<file path="config.mk">
export PLATFORM = sky130hd
export DESIGN_NAME = tap_controller
export DESIGN_NICKNAME = d
export VERILOG_FILES = /design/src/rtl/jtag_pkg.sv /design/src/rtl/tap_fsm.sv /design/src/rtl/tap_controller.sv
export SDC_FILE = /design/constraint.sdc
export NUM_CORES = 1
export LEC_CHECK = 0
export ABC_AREA = 1
export BUFFER_PORTS_ARGS = -buffer_cell sky130_fd_sc_hd__buf_2
export CAP_MARGIN = 25
export CORE_MARGIN = 5
export CORE_UTILIZATION = 62
export CTS_CLUSTER_SIZE = 12
export DETAILED_ROUTE_END_ITERATION = 8
export PLACE_DENSITY_LB_ADDON = 0.3
export SLEW_MARGIN = 20
export SYNTH_ARGS = -nofsm -noshare
export SYNTH_HDL_FRONTEND = slang
export SYNTH_SLANG_ARGS = --single-unit
</file>
<file path="constraint.sdc">
create_clock -name clk -period 3.2 [get_ports clk]
set_input_delay 0.32 -clock clk [delete_from_list [all_inputs] [get_ports clk]]
set_output_delay 0.32 -clock clk [all_outputs]
set_load 0.01 [all_outputs]
</file>
<file path="src/rtl/jtag_pkg.sv">
// rtl/jtag_pkg.sv - TAP state encodings and instruction codes shared by the scan controller
package jtag_pkg;

    typedef enum logic [3:0] {
        TLR    = 4'd0,
        RTI    = 4'd1,
        SEL_DR = 4'd2,
        CAP_DR = 4'd3,
        SH_DR  = 4'd4,
        EX1_DR = 4'd5,
        PAU_DR = 4'd6,
        EX2_DR = 4'd7,
        UPD_DR = 4'd8,
        SEL_IR = 4'd9,
        CAP_IR = 4'd10,
        SH_IR  = 4'd11,
        EX1_IR = 4'd12,
        PAU_IR = 4'd13,
        EX2_IR = 4'd14,
        UPD_IR = 4'd15
    } tap_state_t;

    // Written 32 bits wide and truncated to IR_WIDTH at the point of use
    localparam logic [31:0] EXTEST         = 32'h0000_0000;
    localparam logic [31:0] IDCODE         = 32'h0000_0001;
    localparam logic [31:0] SAMPLE_PRELOAD = 32'h0000_0002;
    localparam logic [31:0] BYPASS         = 32'hFFFF_FFFF;
    localparam logic [31:0] IR_CAPTURE     = 32'h0000_0001;

endpackage

</file>
<file path="src/rtl/tap_fsm.sv">
// rtl/tap_fsm.sv - 16-state TAP state register and next-state logic driven by tms
module tap_fsm
    import jtag_pkg::*;
(
    input  logic       clk,
    input  logic       reset,
    input  logic       tms,
    output tap_state_t state
);

    tap_state_t next_state;

    always_ff @(posedge clk or posedge reset) begin
        if (reset) state <= TLR;
        else       state <= next_state;
    end

    always_comb begin
        next_state = state;
        case (state)
            TLR:    next_state = tms ? TLR    : RTI;
            RTI:    next_state = tms ? SEL_DR : RTI;
            SEL_DR: next_state = tms ? SEL_IR : CAP_DR;
            CAP_DR: next_state = tms ? EX1_DR : SH_DR;
            SH_DR:  next_state = tms ? EX1_DR : SH_DR;
            EX1_DR: next_state = tms ? UPD_DR : PAU_DR;
            PAU_DR: next_state = tms ? EX2_DR : PAU_DR;
            EX2_DR: next_state = tms ? UPD_DR : SH_DR;
            UPD_DR: next_state = tms ? SEL_DR : RTI;
            SEL_IR: next_state = tms ? TLR    : CAP_IR;
            CAP_IR: next_state = tms ? EX1_IR : SH_IR;
            SH_IR:  next_state = tms ? EX1_IR : SH_IR;
            EX1_IR: next_state = tms ? UPD_IR : PAU_IR;
            PAU_IR: next_state = tms ? EX2_IR : PAU_IR;
            EX2_IR: next_state = tms ? UPD_IR : SH_IR;
            UPD_IR: next_state = tms ? SEL_DR : RTI;
            default: next_state = TLR;
        endcase
    end

endmodule

</file>
<file path="src/rtl/tap_controller.sv">
// rtl/tap_controller.sv - TAP controller: IR, bypass/IDCODE registers, BSR strobes and TDO mux
module tap_controller
    import jtag_pkg::*;
#(
    parameter int          IR_WIDTH   = 4,
    parameter logic [31:0] IDCODE_VAL = 32'h1000_0001
) (
    input  logic                clk,
    input  logic                reset,
    input  logic                tms,
    input  logic                tdi,
    output logic                tdo,
    output logic                tdo_en,
    output logic                bsr_tdi,
    input  logic                bsr_tdo,
    output logic                bsr_shift_dr,
    output logic                bsr_capture_dr,
    output logic                bsr_update_dr,
    output logic                bsr_mode,
    output logic [IR_WIDTH-1:0] ir_out,
    output logic [3:0]          tap_state
);

    localparam logic [IR_WIDTH-1:0] IR_EXTEST  = IR_WIDTH'(EXTEST);
    localparam logic [IR_WIDTH-1:0] IR_IDCODE  = IR_WIDTH'(IDCODE);
    localparam logic [IR_WIDTH-1:0] IR_SAMPLE  = IR_WIDTH'(SAMPLE_PRELOAD);
    localparam logic [IR_WIDTH-1:0] IR_CAP_PAT = IR_WIDTH'(IR_CAPTURE);

    tap_state_t          state;
    logic [IR_WIDTH-1:0] ir;
    logic [IR_WIDTH-1:0] ir_shift;
    logic                bypass;
    logic [31:0]         id_shift;
    logic                sel_bsr;
    logic                sel_id;
    logic                sel_bypass;
    logic                enter_tlr;

    tap_fsm u_tap_fsm (
        .clk   (clk),
        .reset (reset),
        .tms   (tms),
        .state (state)
    );

    // The only ways into TLR are holding tms high there or leaving SEL_IR with tms high
    assign enter_tlr = (state == TLR) || ((state == SEL_IR) && tms);

    always_comb begin
        sel_bsr    = (ir == IR_EXTEST) || (ir == IR_SAMPLE);
        sel_id     = (ir == IR_IDCODE);
        sel_bypass = !sel_bsr && !sel_id;
    end

    always_ff @(posedge clk or posedge reset) begin
        if (reset) begin
            ir       <= IR_IDCODE;
            ir_shift <= '0;
            bypass   <= 1'b0;
            id_shift <= '0;
        end else begin
            if (enter_tlr)           ir <= IR_IDCODE;
            else if (state == UPD_IR) ir <= ir_shift;

            if (state == CAP_IR)     ir_shift <= IR_CAP_PAT;
            else if (state == SH_IR) ir_shift <= {tdi, ir_shift[IR_WIDTH-1:1]};

            if (state == CAP_DR) begin
                if (sel_bypass) bypass   <= 1'b0;
                if (sel_id)     id_shift <= IDCODE_VAL;
            end else if (state == SH_DR) begin
                if (sel_bypass) bypass   <= tdi;
                if (sel_id)     id_shift <= {tdi, id_shift[31:1]};
            end
        end
    end

    always_comb begin
        tdo_en         = (state == SH_DR) || (state == SH_IR);
        bsr_capture_dr = sel_bsr && (state == CAP_DR);
        bsr_shift_dr   = sel_bsr && (state == SH_DR);
        bsr_update_dr  = sel_bsr && (state == UPD_DR);
        bsr_mode       = (ir == IR_EXTEST);
        tdo            = 1'b0;
        if (state == SH_IR)      tdo = ir_shift[0];
        else if (state == SH_DR) tdo = sel_bsr ? bsr_tdo : (sel_id ? id_shift[0] : bypass);
    end

    assign bsr_tdi   = tdi;
    assign ir_out    = ir;
    assign tap_state = state;

endmodule

</file>
==> run_summary.xml, run 1 <==
<?xml version="1.0" encoding="UTF-8"?>
<metrics>
  <group name="outcome">
    <metric name="outcome" unit="">complete, no violations</metric>
  </group>
  <group name="pwr">
    <metric name="power-per-cell-area" unit="nW/um^2">732</metric>
    <metric name="vdd.ir_drop.worst" unit="mV">0.412</metric>
    <metric name="cellLeakagePower" unit="nW">1.18</metric>
    <metric name="fin_total_pwr" unit="mW">1.74</metric>
  </group>
  <group name="place">
    <metric name="placed_area" unit="um^2">2310</metric>
    <metric name="placement.io_buffers" unit="">19</metric>
    <metric name="dpl.cell_count" unit="">317</metric>
    <metric name="place.detailed.hpwl" unit="um">2720</metric>
    <metric name="dp_worst_setup_slack" unit="ns">1.45</metric>
    <metric name="gp_congestion" unit="">0.893</metric>
  </group>
  <group name="sta">
    <metric name="maxSlewViolCount" unit="">0</metric>
    <metric name="worst_clock_skew" unit="ns">0.00771</metric>
    <metric name="grt_setup_unrepaired" unit="">no</metric>
    <metric name="fmax" unit="MHz">499</metric>
    <metric name="final-setup-viol-count" unit="">0</metric>
    <metric name="max-slew-margin-rel" unit="">0.486</metric>
    <metric name="fin_setup_tns" unit="ns">0</metric>
    <metric name="tightestPinTransition" unit="ns">0.770</metric>
    <metric name="timing.final.ws_setup" unit="ns">1.19</metric>
    <metric name="hold_viol_final" unit="">0</metric>
    <metric name="fin_crit" unit="ns">2.01</metric>
    <metric name="worst_hold_slack" unit="ns">0.247</metric>
    <metric name="fin_crit_sh" unit="">0.627</metric>
  </group>
  <group name="drt">
    <metric name="ant_nets" unit="">0</metric>
    <metric name="via_count" unit="">1638</metric>
    <metric name="drt_iter0_drc" unit="">128</metric>
    <metric name="total_wire_length" unit="um">3870</metric>
    <metric name="mean_number_of_vias_per_cell" unit="">5.02</metric>
    <metric name="dr.pass1.iters" unit="">4</metric>
    <metric name="drcViolationCount" unit="">0</metric>
    <metric name="wl_per_cell" unit="um">11.9</metric>
  </group>
  <group name="clock_network">
    <metric name="clock_insertion_delay_worst_skew" unit="ns">0.36</metric>
    <metric name="cts.root.buffer_cell" unit="">clkbuf_4</metric>
    <metric name="clkTransAtPathRegs" unit="ns">0.13</metric>
    <metric name="cts_buffers" unit="">5</metric>
    <metric name="cts.sink_count" unit="">45</metric>
    <metric name="cts_setup_buffers" unit="">0</metric>
    <metric name="cts_tree" unit="">yes</metric>
    <metric name="ctsLongestPathBuffers" unit="">2</metric>
    <metric name="h-tree-depth" unit="">2</metric>
  </group>
  <group name="logic_synthesis">
    <metric name="post_synth_inst_count" unit="">262</metric>
    <metric name="netlist.top_cell.by_area" unit="">dfrtp_1</metric>
    <metric name="synth.top_cell.area_share" unit="">0.492</metric>
    <metric name="yosys.cell_types.count" unit="">24</metric>
    <metric name="mappedNetlistNets" unit="">267</metric>
    <metric name="postSynthRegisterBits" unit="">45</metric>
    <metric name="synth_top_cells_by_count" unit="">nand2_1, dfrtp_1, o21ai_2</metric>
    <metric name="synthMostInstantiatedCell" unit="">nand2_1</metric>
    <metric name="synth.yosys.warnings" unit="">0</metric>
    <metric name="post_synth_edffs" unit="">0</metric>
    <metric name="synth.area.top_cells" unit="">dfrtp_1, nand2_1, o21ai_2, nor2_1, buf_6</metric>
    <metric name="syn_area" unit="um^2">2240</metric>
    <metric name="synthFlopType" unit="">dfrtp_1</metric>
    <metric name="postSynthAreaPerCell" unit="um^2">8.54</metric>
    <metric name="ys_async_sr_fraction" unit="">1.00</metric>
    <metric name="seq_area_frac_synth" unit="">0.504</metric>
  </group>
  <group name="cells_and_area">
    <metric name="layout-drive-gt1-share" unit="">0.264</metric>
    <metric name="area_growth" unit="%">6.09</metric>
    <metric name="final_util" unit="">0.695</metric>
    <metric name="post_layout_nets" unit="">284</metric>
    <metric name="num_antenna_cells" unit="">0</metric>
    <metric name="layoutNonFillerInstCount" unit="">326</metric>
    <metric name="post_layout_inst_area" unit="um^2">2370</metric>
  </group>
  <group name="global_route">
    <metric name="grt_first_pass_wirelength" unit="um">6690</metric>
    <metric name="antenna_found_initial" unit="">0</metric>
    <metric name="total_global_route_track_usage" unit="">0.169</metric>
    <metric name="overflow" unit="">0</metric>
    <metric name="grt_start_max_net_pins" unit="">65</metric>
    <metric name="vias_in_the_first_global_route" unit="">1457</metric>
  </group>
  <group name="worst_setup_path">
    <metric name="worstPathMaxFanout" unit="">33</metric>
    <metric name="worstSetupEndpointType" unit="">primary output</metric>
    <metric name="critPathMaxStageDelay" unit="ns">0.50</metric>
    <metric name="worst_r2r_path_depth" unit="">6</metric>
    <metric name="required" unit="ns">2.88</metric>
    <metric name="cp_data_arrival_time" unit="ns">1.69</metric>
    <metric name="crit-reg2reg-launch" unit="">u_tap_fsm.state[0]</metric>
    <metric name="kind_of_start_point_of_the_critical_path" unit="">flop</metric>
    <metric name="criticalPathCategory" unit="">reg -&gt; out</metric>
    <metric name="ff2ff_setup_slack" unit="ns">1.43</metric>
    <metric name="cp_cell_sequence" unit="">nor2_2 -&gt; nand2_2 -&gt; buf_4 -&gt; nor2_1 -&gt; buf_2</metric>
    <metric name="critical_path.slowest_cell" unit="">dfrtp_1</metric>
    <metric name="regToRegEndpoint" unit="">id_shift[19]</metric>
  </group>
  <group name="min_path">
    <metric name="hold_depth" unit="">3</metric>
    <metric name="hold_path_startpoint" unit="">tdi</metric>
    <metric name="worstHoldEndpoint" unit="">ir_shift[3]</metric>
    <metric name="min_path_type" unit="">in -&gt; reg</metric>
  </group>
  <group name="floorplanning">
    <metric name="io_pins" unit="">20</metric>
    <metric name="dieArea" unit="um^2">4910</metric>
    <metric name="num_rows" unit="">21</metric>
    <metric name="die-width" unit="um">70.1</metric>
    <metric name="core" unit="um^2">3420</metric>
    <metric name="chipHeight" unit="um">70.1</metric>
    <metric name="start_util" unit="">0.655</metric>
  </group>
  <group name="job">
    <metric name="max-cap-violations" unit="">0</metric>
  </group>
</metrics>
worst max path at each step:
stage	startpoint	cells after the start	slack, ns	to
after floorplan	u_tap_fsm.state[1]	8	1.74	tdo
after detailed placement	u_tap_fsm.state[0]	6	1.45	id_shift[23]
after global placement	u_tap_fsm.state[2]	6	1.46	id_shift[18]
final	u_tap_fsm.state[2]	5	1.19	bsr_capture_dr
after CTS	u_tap_fsm.state[2]	5	1.17	bsr_capture_dr
after global routing	u_tap_fsm.state[2]	5	1.03	bsr_capture_dr
critical path, delay by kind of cell (launching register included):
kind / cells / cell delay, ns
buffers and inverters: 2 / 0.38
DFF: 1 / 0.50
and+or+nand+nor: 3 / 0.46
per-layer routing:
metal	vias up	global-route usage	routed length [um]
met5	-	0	0
met2	30	0.246	1790
met3	8	0.0359	138
li1	870	-	-
met1	730	0.243	1870
met4	0	0.0766	77
final cells by class:
class | instances | area (um^2)
sequential | 45 | 1130
fill | 294 | 1040
multi-input combinational | 184 | 932
timing repair buffer | 22 | 120
inverter | 21 | 78.8
tap | 46 | 57.6
clock buffer | 5 | 37.5
clock inverter | 3 | 21.3
power breakdown:
group | internal, mW | leakage, nW | total [mW] | switching (mW)
Combinational | 0.207 | 0.545 | 0.674 | 0.467
Sequential | 0.691 | 0.607 | 0.791 | 0.0996
Clock | 0.0871 | 0.0316 | 0.273 | 0.186
Total | 0.985 | 1.18 | 1.74 | 0.753
registers in the layout (all words and copies together) (netlist names):
register,flops
ir_shift,4
bypass,1
u_tap_fsm.state,4
id_shift,32
ir_out,4
cells by family (layout without fill, tap and decap cells):
kind of cell / after synthesis / in the layout / synth area share
AO/OA/AOI/OAI: 50 / 50 / 0.171
AND/OR/NAND/NOR: 134 / 134 / 0.245
buffers and inverters: 33 / 51 / 0.0799
flip-flops: 45 / 45 / 0.504
cells in the final DEF, fill, tap and decap left out, drive strengths merged:
cell	count
nand2	99
dfrtp	44
o21ai	44
nor2	21
buf	21
inv	21
nand3	11
clkbuf	5
o21bai	2
o22ai	2
clkinv	2
a31oi	1
nand3b	1
nor3	1
nand4	1
a2bb2oi	1
clkinvlp	1
dlygate4sd3	1
dfstp	1
timing repair:
action,in CTS,in global routing
resized for setup,0,0
hold endpoints to repair,17,0
hold buffers,1,0
No activity file was read; power rests on OpenSTA's default activity.
==> inputs of run 2 (changes only) <==
--- a/config.mk
+++ b/config.mk
@@ -5,11 +5,11 @@
 export SDC_FILE = /design/constraint.sdc
 export NUM_CORES = 1
 export LEC_CHECK = 0
-export ABC_AREA = 1
+export ABC_AREA = 0
 export BUFFER_PORTS_ARGS = -buffer_cell sky130_fd_sc_hd__buf_2
 export CAP_MARGIN = 25
 export CORE_MARGIN = 5
-export CORE_UTILIZATION = 62
+export CORE_UTILIZATION = 58
 export CTS_CLUSTER_SIZE = 12
 export DETAILED_ROUTE_END_ITERATION = 8
 export PLACE_DENSITY_LB_ADDON = 0.3
==> constraint.sdc (replaced) <==
create_clock -name clk -period 2.05 [get_ports clk]
set_input_delay 0.205 -clock clk [delete_from_list [all_inputs] [get_ports clk]]
set_output_delay 0.205 -clock clk [all_outputs]
set_load 0.01 [all_outputs]
==> run 2 against run 1 <==
  * Flip-flop and latch count is the same
  * Synthesized cell count fell by 12%
  * Final cell count fell by 6.4%
  * Clock skew is 0.0017 ns higher
  * Power grew 100%
==> run_summary.xml, run 2 <==
<?xml version="1.0" encoding="UTF-8"?>
<metrics>
  <group name="outcome">
    <metric name="outcome" unit="">complete, no violations</metric>
  </group>
  <group name="pwr">
    <metric name="fin_total_pwr" unit="mW">3.47</metric>
    <metric name="power-per-cell-area" unit="nW/um^2">1350</metric>
    <metric name="power.share.switching" unit="">0.386</metric>
    <metric name="clock_power_share" unit="">0.171</metric>
    <metric name="cellLeakagePower" unit="nW">1.16</metric>
    <metric name="p_int" unit="mW">2.13</metric>
    <metric name="power_switching" unit="mW">1.34</metric>
    <metric name="p_seq_frac" unit="">0.350</metric>
    <metric name="power.share.combinational" unit="">0.479</metric>
    <metric name="vdd.ir_drop.worst" unit="mV">0.788</metric>
  </group>
  <group name="floorplanning">
    <metric name="core" unit="um^2">3690</metric>
    <metric name="chipHeight" unit="um">72.1</metric>
    <metric name="die-width" unit="um">72.1</metric>
    <metric name="start_util" unit="">0.607</metric>
    <metric name="dieArea" unit="um^2">5200</metric>
    <metric name="num_rows" unit="">22</metric>
    <metric name="io_pins" unit="">20</metric>
  </group>
  <group name="cells_and_area">
    <metric name="num_antenna_cells" unit="">0</metric>
    <metric name="layout-drive-gt1-share" unit="">0.202</metric>
    <metric name="max_flop_register" unit="">id_shift</metric>
    <metric name="area_growth" unit="%">14.7</metric>
    <metric name="post_layout_inst_area" unit="um^2">2570</metric>
    <metric name="post_layout_nets" unit="">261</metric>
    <metric name="multi_input_comb_area" unit="um^2">920</metric>
    <metric name="fill_cells" unit="">283</metric>
    <metric name="largest_register_ff_count" unit="">32</metric>
    <metric name="mostFrequentLayoutCells" unit="">nand2_1, dfrtp_1, inv_1, mux2i_1, buf_2</metric>
    <metric name="regArea" unit="um^2">1130</metric>
  </group>
  <group name="sta">
    <metric name="tightestPinTransition" unit="ns">0.847</metric>
    <metric name="fin_setup_tns" unit="ns">0</metric>
    <metric name="maxSlewViolCount" unit="">0</metric>
    <metric name="grt_setup_unrepaired" unit="">yes</metric>
    <metric name="fin_crit" unit="ns">2.03</metric>
    <metric name="fmax" unit="MHz">493</metric>
    <metric name="max-slew-margin-rel" unit="">0.432</metric>
    <metric name="hold_viol_final" unit="">0</metric>
    <metric name="final-setup-viol-count" unit="">0</metric>
    <metric name="fin_crit_sh" unit="">0.989</metric>
    <metric name="worst_clock_skew" unit="ns">0.00941</metric>
  </group>
  <group name="logic_synthesis">
    <metric name="mappedNetlistNets" unit="">236</metric>
    <metric name="postSynthAreaPerCell" unit="um^2">9.70</metric>
    <metric name="postSynthRegisterBits" unit="">45</metric>
    <metric name="synthFlopType" unit="">dfrtp_1</metric>
    <metric name="syn_area" unit="um^2">2240</metric>
    <metric name="synth.yosys.warnings" unit="">0</metric>
    <metric name="netlist.top_cell.by_area" unit="">dfrtp_1</metric>
    <metric name="synth_top_cells_by_count" unit="">dfrtp_1, nand2_1, inv_1</metric>
    <metric name="synth.top_cell.area_share" unit="">0.492</metric>
    <metric name="post_synth_inst_count" unit="">231</metric>
    <metric name="yosys.cell_types.count" unit="">41</metric>
    <metric name="seq_area_frac_synth" unit="">0.503</metric>
    <metric name="ys_async_sr_fraction" unit="">1.00</metric>
    <metric name="synth.area.top_cells" unit="">dfrtp_1, mux2i_1, nand2_1, inv_1, buf_6</metric>
    <metric name="post_synth_edffs" unit="">0</metric>
  </group>
  <group name="worst_setup_path">
    <metric name="required" unit="ns">1.85</metric>
    <metric name="worstSetupEndpointType" unit="">primary output</metric>
    <metric name="worstPathMaxFanout" unit="">5</metric>
    <metric name="cp_data_arrival_time" unit="ns">1.82</metric>
    <metric name="criticalPathCategory" unit="">reg -&gt; out</metric>
    <metric name="kind_of_start_point_of_the_critical_path" unit="">flop</metric>
  </group>
  <group name="place">
    <metric name="placement.io_buffers" unit="">19</metric>
    <metric name="gp_congestion" unit="">0.824</metric>
    <metric name="placed_area" unit="um^2">2420</metric>
    <metric name="place.detailed.hpwl" unit="um">2730</metric>
  </group>
  <group name="global_route">
    <metric name="total_global_route_track_usage" unit="">0.172</metric>
    <metric name="antenna_found_initial" unit="">0</metric>
    <metric name="vias_in_the_first_global_route" unit="">1558</metric>
    <metric name="grt_first_pass_wirelength" unit="um">6890</metric>
    <metric name="overflow" unit="">0</metric>
    <metric name="grt_start_max_net_pins" unit="">33</metric>
  </group>
  <group name="drt">
    <metric name="mean_number_of_vias_per_cell" unit="">5.26</metric>
    <metric name="drcViolationCount" unit="">0</metric>
    <metric name="drt_iter0_drc" unit="">75</metric>
    <metric name="wl_per_cell" unit="um">13.6</metric>
    <metric name="dr.pass1.iters" unit="">4</metric>
    <metric name="ant_nets" unit="">0</metric>
    <metric name="via_count" unit="">1603</metric>
    <metric name="total_wire_length" unit="um">4140</metric>
  </group>
  <group name="min_path">
    <metric name="min_path_type" unit="">in -&gt; reg</metric>
  </group>
  <group name="clock_network">
    <metric name="cts.sink_count" unit="">45</metric>
    <metric name="h-tree-depth" unit="">2</metric>
    <metric name="clkTransAtPathRegs" unit="ns">0.08</metric>
    <metric name="cts_setup_buffers" unit="">0</metric>
    <metric name="clock_insertion_delay_worst_skew" unit="ns">0.31</metric>
    <metric name="cts.root.buffer_cell" unit="">clkbuf_8</metric>
    <metric name="cts_buffers" unit="">5</metric>
    <metric name="ctsLongestPathBuffers" unit="">2</metric>
    <metric name="cts_tree" unit="">yes</metric>
  </group>
  <group name="job">
    <metric name="max-cap-violations" unit="">0</metric>
  </group>
</metrics>
run 2: critical path: stages (launching register included):
cell and delay [ns]:
dfrtp_1 0.39, or4b_4 0.60, o41ai_2 0.35, buf_2 0.18
run 2: path summary, 6_finish.rpt:
kind	start	to	slack [ns]	cells past startpoint
setup / recovery	u_tap_fsm.state[1]	tdo	0.02	3
hold / removal	tdi	ir_shift[3]	0.19	3
min in group asynchronous	reset	id_shift[7]	0.51	3
setup reg to reg	ir_out[0]	id_shift[9]	0.11	4
hold reg to reg	id_shift[18]	id_shift[18]	0.52	2
max in group asynchronous	reset	id_shift[28]	0.93	4
run 2: layout make-up:
cell class | count | share of cell area
well taps | 48 | 0.0234
clock buffers | 6 | 0.0321
clock inverters | 2 | 0.00682
flip-flops and latches | 45 | 0.439
repair buffers | 34 | 0.0896
multi-input cells | 135 | 0.358
inverters | 35 | 0.0511
run 2: per-layer routing:
| layer | part of all wire | vias up | track usage |
|---|---|---|---|
| li1 | - | 804 | - |
| met1 | 0.46 | 766 | 0.233 |
| met2 | 0.48 | 28 | 0.257 |
| met3 | 0.037 | 5 | 0.0512 |
| met4 | 0.017 | 0 | 0.0689 |
| met5 | 0 | - | 0 |
run 2: cell families after synthesis:
| logic type | after synthesis | synth area share |
|---|---|---|
| AO/OA/AOI/OAI | 29 | 0.0950 |
| buffers and inverters | 51 | 0.101 |
| flip-flops | 45 | 0.503 |
| multiplexers | 33 | 0.150 |
| AND/OR/NAND/NOR | 73 | 0.151 |
run 2: through the flow:
stage               setup WS (ns)  std cells  hold slack (ns)   util
floorplan                 0.00769        231            0.350      -
CTS                       0.00273        305            0.182  0.689
global placement            0.200        296            0.293  0.655
detailed placement         0.0897        296            0.296  0.655
finish                     0.0236        305            0.194  0.696
global route              -0.0251        305            0.213  0.696
run 2: repair_timing:
action	CTS	global route
endpoints found under the hold margin	20	0
endpoints found under the setup margin	2	3
resized for setup	3	4
hold buffers	1	0
pin swaps	0	0
run 2: power by group through the flow:
stage	Combinational [mW]	Sequential, mW	Clock [mW]
3_5_place_dp	1.59	1.22	0
3_3_place_gp	1.57	1.21	0
4_1_cts	1.62	1.21	0.604
2_1_floorplan	1.16	1.27	0
5_1_grt	1.81	1.23	0.648
6_report	1.66	1.21	0.592
==> inputs of run 3 (changes only) <==
--- a/config.mk
+++ b/config.mk
@@ -6,9 +6,8 @@
 export NUM_CORES = 1
 export LEC_CHECK = 0
 export ABC_AREA = 0
-export BUFFER_PORTS_ARGS = -buffer_cell sky130_fd_sc_hd__buf_2
+export BUFFER_PORTS_ARGS = -buffer_cell sky130_fd_sc_hd__clkbuf_2
 export CAP_MARGIN = 25
-export CORE_MARGIN = 5
 export CORE_UTILIZATION = 58
 export CTS_CLUSTER_SIZE = 12
 export DETAILED_ROUTE_END_ITERATION = 8
==> run 3 against run 2 <==
  * Power fell by 1.0%
  * Via count fell by 1.1%
  * Count of clock-buffer cells in the layout fell by 1
  * Clock skew fell by 0.0016 ns
  * First-iteration DRC count rose by 47%
  * Flip-flop and latch count did not move
  * Critical path type unchanged
  * Critical endpoint unchanged
==> run_summary.xml, run 3 (synthesis gave the netlist of run 2 again) <==
<?xml version="1.0" encoding="UTF-8"?>
<metrics>
  <group name="place">
    <metric name="place.detailed.hpwl" unit="um">2630</metric>
    <metric name="dp_worst_setup_slack" unit="ns">0.0860</metric>
    <metric name="placement.io_buffers" unit="">19</metric>
    <metric name="gp_congestion" unit="">0.819</metric>
    <metric name="dpl.cell_count" unit="">295</metric>
  </group>
  <group name="worst_setup_path">
    <metric name="startpoint_of_the_worst_setup_timing_path" unit="">u_tap_fsm.state[0]</metric>
    <metric name="worstSetupEndpoint" unit="">tdo</metric>
    <metric name="crit-reg2reg-launch" unit="">ir_out[0]</metric>
    <metric name="required" unit="ns">1.85</metric>
    <metric name="criticalPathCategory" unit="">reg -&gt; out</metric>
    <metric name="worstSetupEndpointType" unit="">primary output</metric>
    <metric name="kind_of_start_point_of_the_critical_path" unit="">flop</metric>
    <metric name="cp_data_arrival_time" unit="ns">1.81</metric>
    <metric name="worst_r2r_path_depth" unit="">4</metric>
    <metric name="worstPathMaxFanout" unit="">3</metric>
    <metric name="regToRegEndpoint" unit="">id_shift[21]</metric>
    <metric name="ff2ff_setup_slack" unit="ns">0.12</metric>
  </group>
  <group name="global_route">
    <metric name="total_global_route_track_usage" unit="">0.218</metric>
    <metric name="overflow" unit="">0</metric>
    <metric name="grt_first_pass_wirelength" unit="um">6760</metric>
    <metric name="grt_start_max_net_pins" unit="">25</metric>
    <metric name="vias_in_the_first_global_route" unit="">1445</metric>
    <metric name="antenna_found_initial" unit="">0</metric>
  </group>
  <group name="sta">
    <metric name="final-setup-viol-count" unit="">0</metric>
    <metric name="fmax" unit="MHz">496</metric>
    <metric name="fin_crit_sh" unit="">0.983</metric>
    <metric name="timing.final.ws_setup" unit="ns">0.0339</metric>
    <metric name="max-slew-margin-rel" unit="">0.421</metric>
    <metric name="worst_clock_skew" unit="ns">0.00778</metric>
    <metric name="maxSlewViolCount" unit="">0</metric>
    <metric name="worst_hold_slack" unit="ns">0.174</metric>
    <metric name="tightestPinTransition" unit="ns">0.863</metric>
    <metric name="fin_crit" unit="ns">2.02</metric>
    <metric name="hold_viol_final" unit="">0</metric>
  </group>
  <group name="clock_network">
    <metric name="cts.sink_count" unit="">45</metric>
    <metric name="clkTransAtPathRegs" unit="ns">0.08</metric>
    <metric name="cts_buffers" unit="">5</metric>
    <metric name="h-tree-depth" unit="">2</metric>
    <metric name="cts_tree" unit="">yes</metric>
    <metric name="clock_insertion_delay_worst_skew" unit="ns">0.30</metric>
    <metric name="cts.root.buffer_cell" unit="">clkbuf_8</metric>
    <metric name="ctsLongestPathBuffers" unit="">2</metric>
  </group>
  <group name="pwr">
    <metric name="vdd.ir_drop.worst" unit="mV">0.832</metric>
    <metric name="cellLeakagePower" unit="nW">1.15</metric>
    <metric name="power-per-cell-area" unit="nW/um^2">1340</metric>
  </group>
  <group name="drt">
    <metric name="drt_iter0_drc" unit="">110</metric>
    <metric name="dr.max_layer_used" unit="">met4</metric>
    <metric name="mean_number_of_vias_per_cell" unit="">5.20</metric>
    <metric name="met1Wirelength" unit="um">1960</metric>
    <metric name="drcViolationCount" unit="">0</metric>
    <metric name="total_wire_length" unit="um">4030</metric>
    <metric name="via_count" unit="">1585</metric>
    <metric name="wl_per_cell" unit="um">13.2</metric>
    <metric name="met2_length" unit="um">1900</metric>
    <metric name="dr.pass1.iters" unit="">4</metric>
    <metric name="detailroute.wirelength.met3" unit="um">116</metric>
    <metric name="ant_nets" unit="">0</metric>
  </group>
  <group name="cells_and_area">
    <metric name="final_common_cell" unit="">nand2_1</metric>
    <metric name="layoutNonFillerInstCount" unit="">305</metric>
    <metric name="fill_cells" unit="">300</metric>
    <metric name="max_flop_register" unit="">id_shift</metric>
    <metric name="area_growth" unit="%">14.5</metric>
    <metric name="post_layout_nets" unit="">262</metric>
    <metric name="mostFrequentLayoutCells" unit="">nand2_1, dfrtp_1, inv_1, mux2i_1, clkbuf_2</metric>
    <metric name="num_antenna_cells" unit="">0</metric>
    <metric name="largest_register_ff_count" unit="">32</metric>
    <metric name="layout-drive-gt1-share" unit="">0.202</metric>
  </group>
  <group name="floorplanning">
    <metric name="start_util" unit="">0.607</metric>
    <metric name="die-width" unit="um">64.1</metric>
    <metric name="chipHeight" unit="um">64.1</metric>
    <metric name="num_rows" unit="">22</metric>
    <metric name="core" unit="um^2">3690</metric>
    <metric name="io_pins" unit="">20</metric>
    <metric name="dieArea" unit="um^2">4110</metric>
  </group>
  <group name="outcome">
    <metric name="outcome" unit="">complete, no violations</metric>
  </group>
  <group name="min_path">
    <metric name="min_path_type" unit="">in -&gt; reg</metric>
  </group>
  <group name="job">
    <metric name="max-cap-violations" unit="">0</metric>
  </group>
</metrics>
==> run 3: per-stage QoR <==
step | TNS, ns | instance area, um^2 | util | total power, mW
2_1_floorplan | 0 | 2240 | - | 2.43
3_3_place_gp | 0 | 2420 | 0.657 | 2.77
3_5_place_dp | 0 | 2420 | 0.657 | 2.80
4_1_cts | 0 | 2530 | 0.686 | 3.37
5_1_grt | -0.0259 | 2560 | 0.695 | 3.66
6_report | 0 | 2560 | 0.695 | 3.43
==> run 3: where the power goes <==
| group | internal [mW] | switching (mW) | leakage (nW) | total [mW] |
|---|---|---|---|---|
| Combinational | 0.759 | 0.913 | 0.508 | 1.67 |
| Sequential | 1.10 | 0.128 | 0.602 | 1.22 |
| Clock | 0.235 | 0.302 | 0.0402 | 0.537 |
==> run 3: worst max-delay path, stage by stage (launching register included) <==
cell and delay (ns):
dfrtp_1 0.38, or4b_4 0.58, o41ai_4 0.38, buf_2 0.18
==> run 3: cell type report <==
type,count,area (um^2),share of cell area
timing repair buffer,35,246,0.0961
clock buffer,5,68.8,0.0268
inverter,35,131,0.0512
multi-input combinational,135,913,0.356
clock inverter,2,16.3,0.00634
tap,48,60.1,0.0234
sequential,45,1130,0.440
==> run 3: worst min-delay path by stage <==
stage	startpoint	endpoint	slack [ns]	cells past startpoint
finish	tdi	ir_shift[3]	0.17	3
global route	tdi	ir_shift[3]	0.17	3
global placement	reset	id_shift[19]	0.29	2
floorplan	tdi	ir_shift[3]	0.35	2
CTS	tdi	ir_shift[3]	0.18	3
detailed placement	reset	id_shift[22]	0.30	2
==> run 3: timing repair <==
action	in CTS	in global routing
endpoints found under the hold margin	22	0
hold buffers	1	0
setup buffers	0	2
setup endpoints to repair	1	4
pin swaps	0	1
resized for setup	2	5
==> run 3: metal layers <==
metal	track usage	vias up
met2	0.326	25
met3	0.0589	9
met1	0.312	751
met4	0.0667	0
met5	0	-
li1	-	800
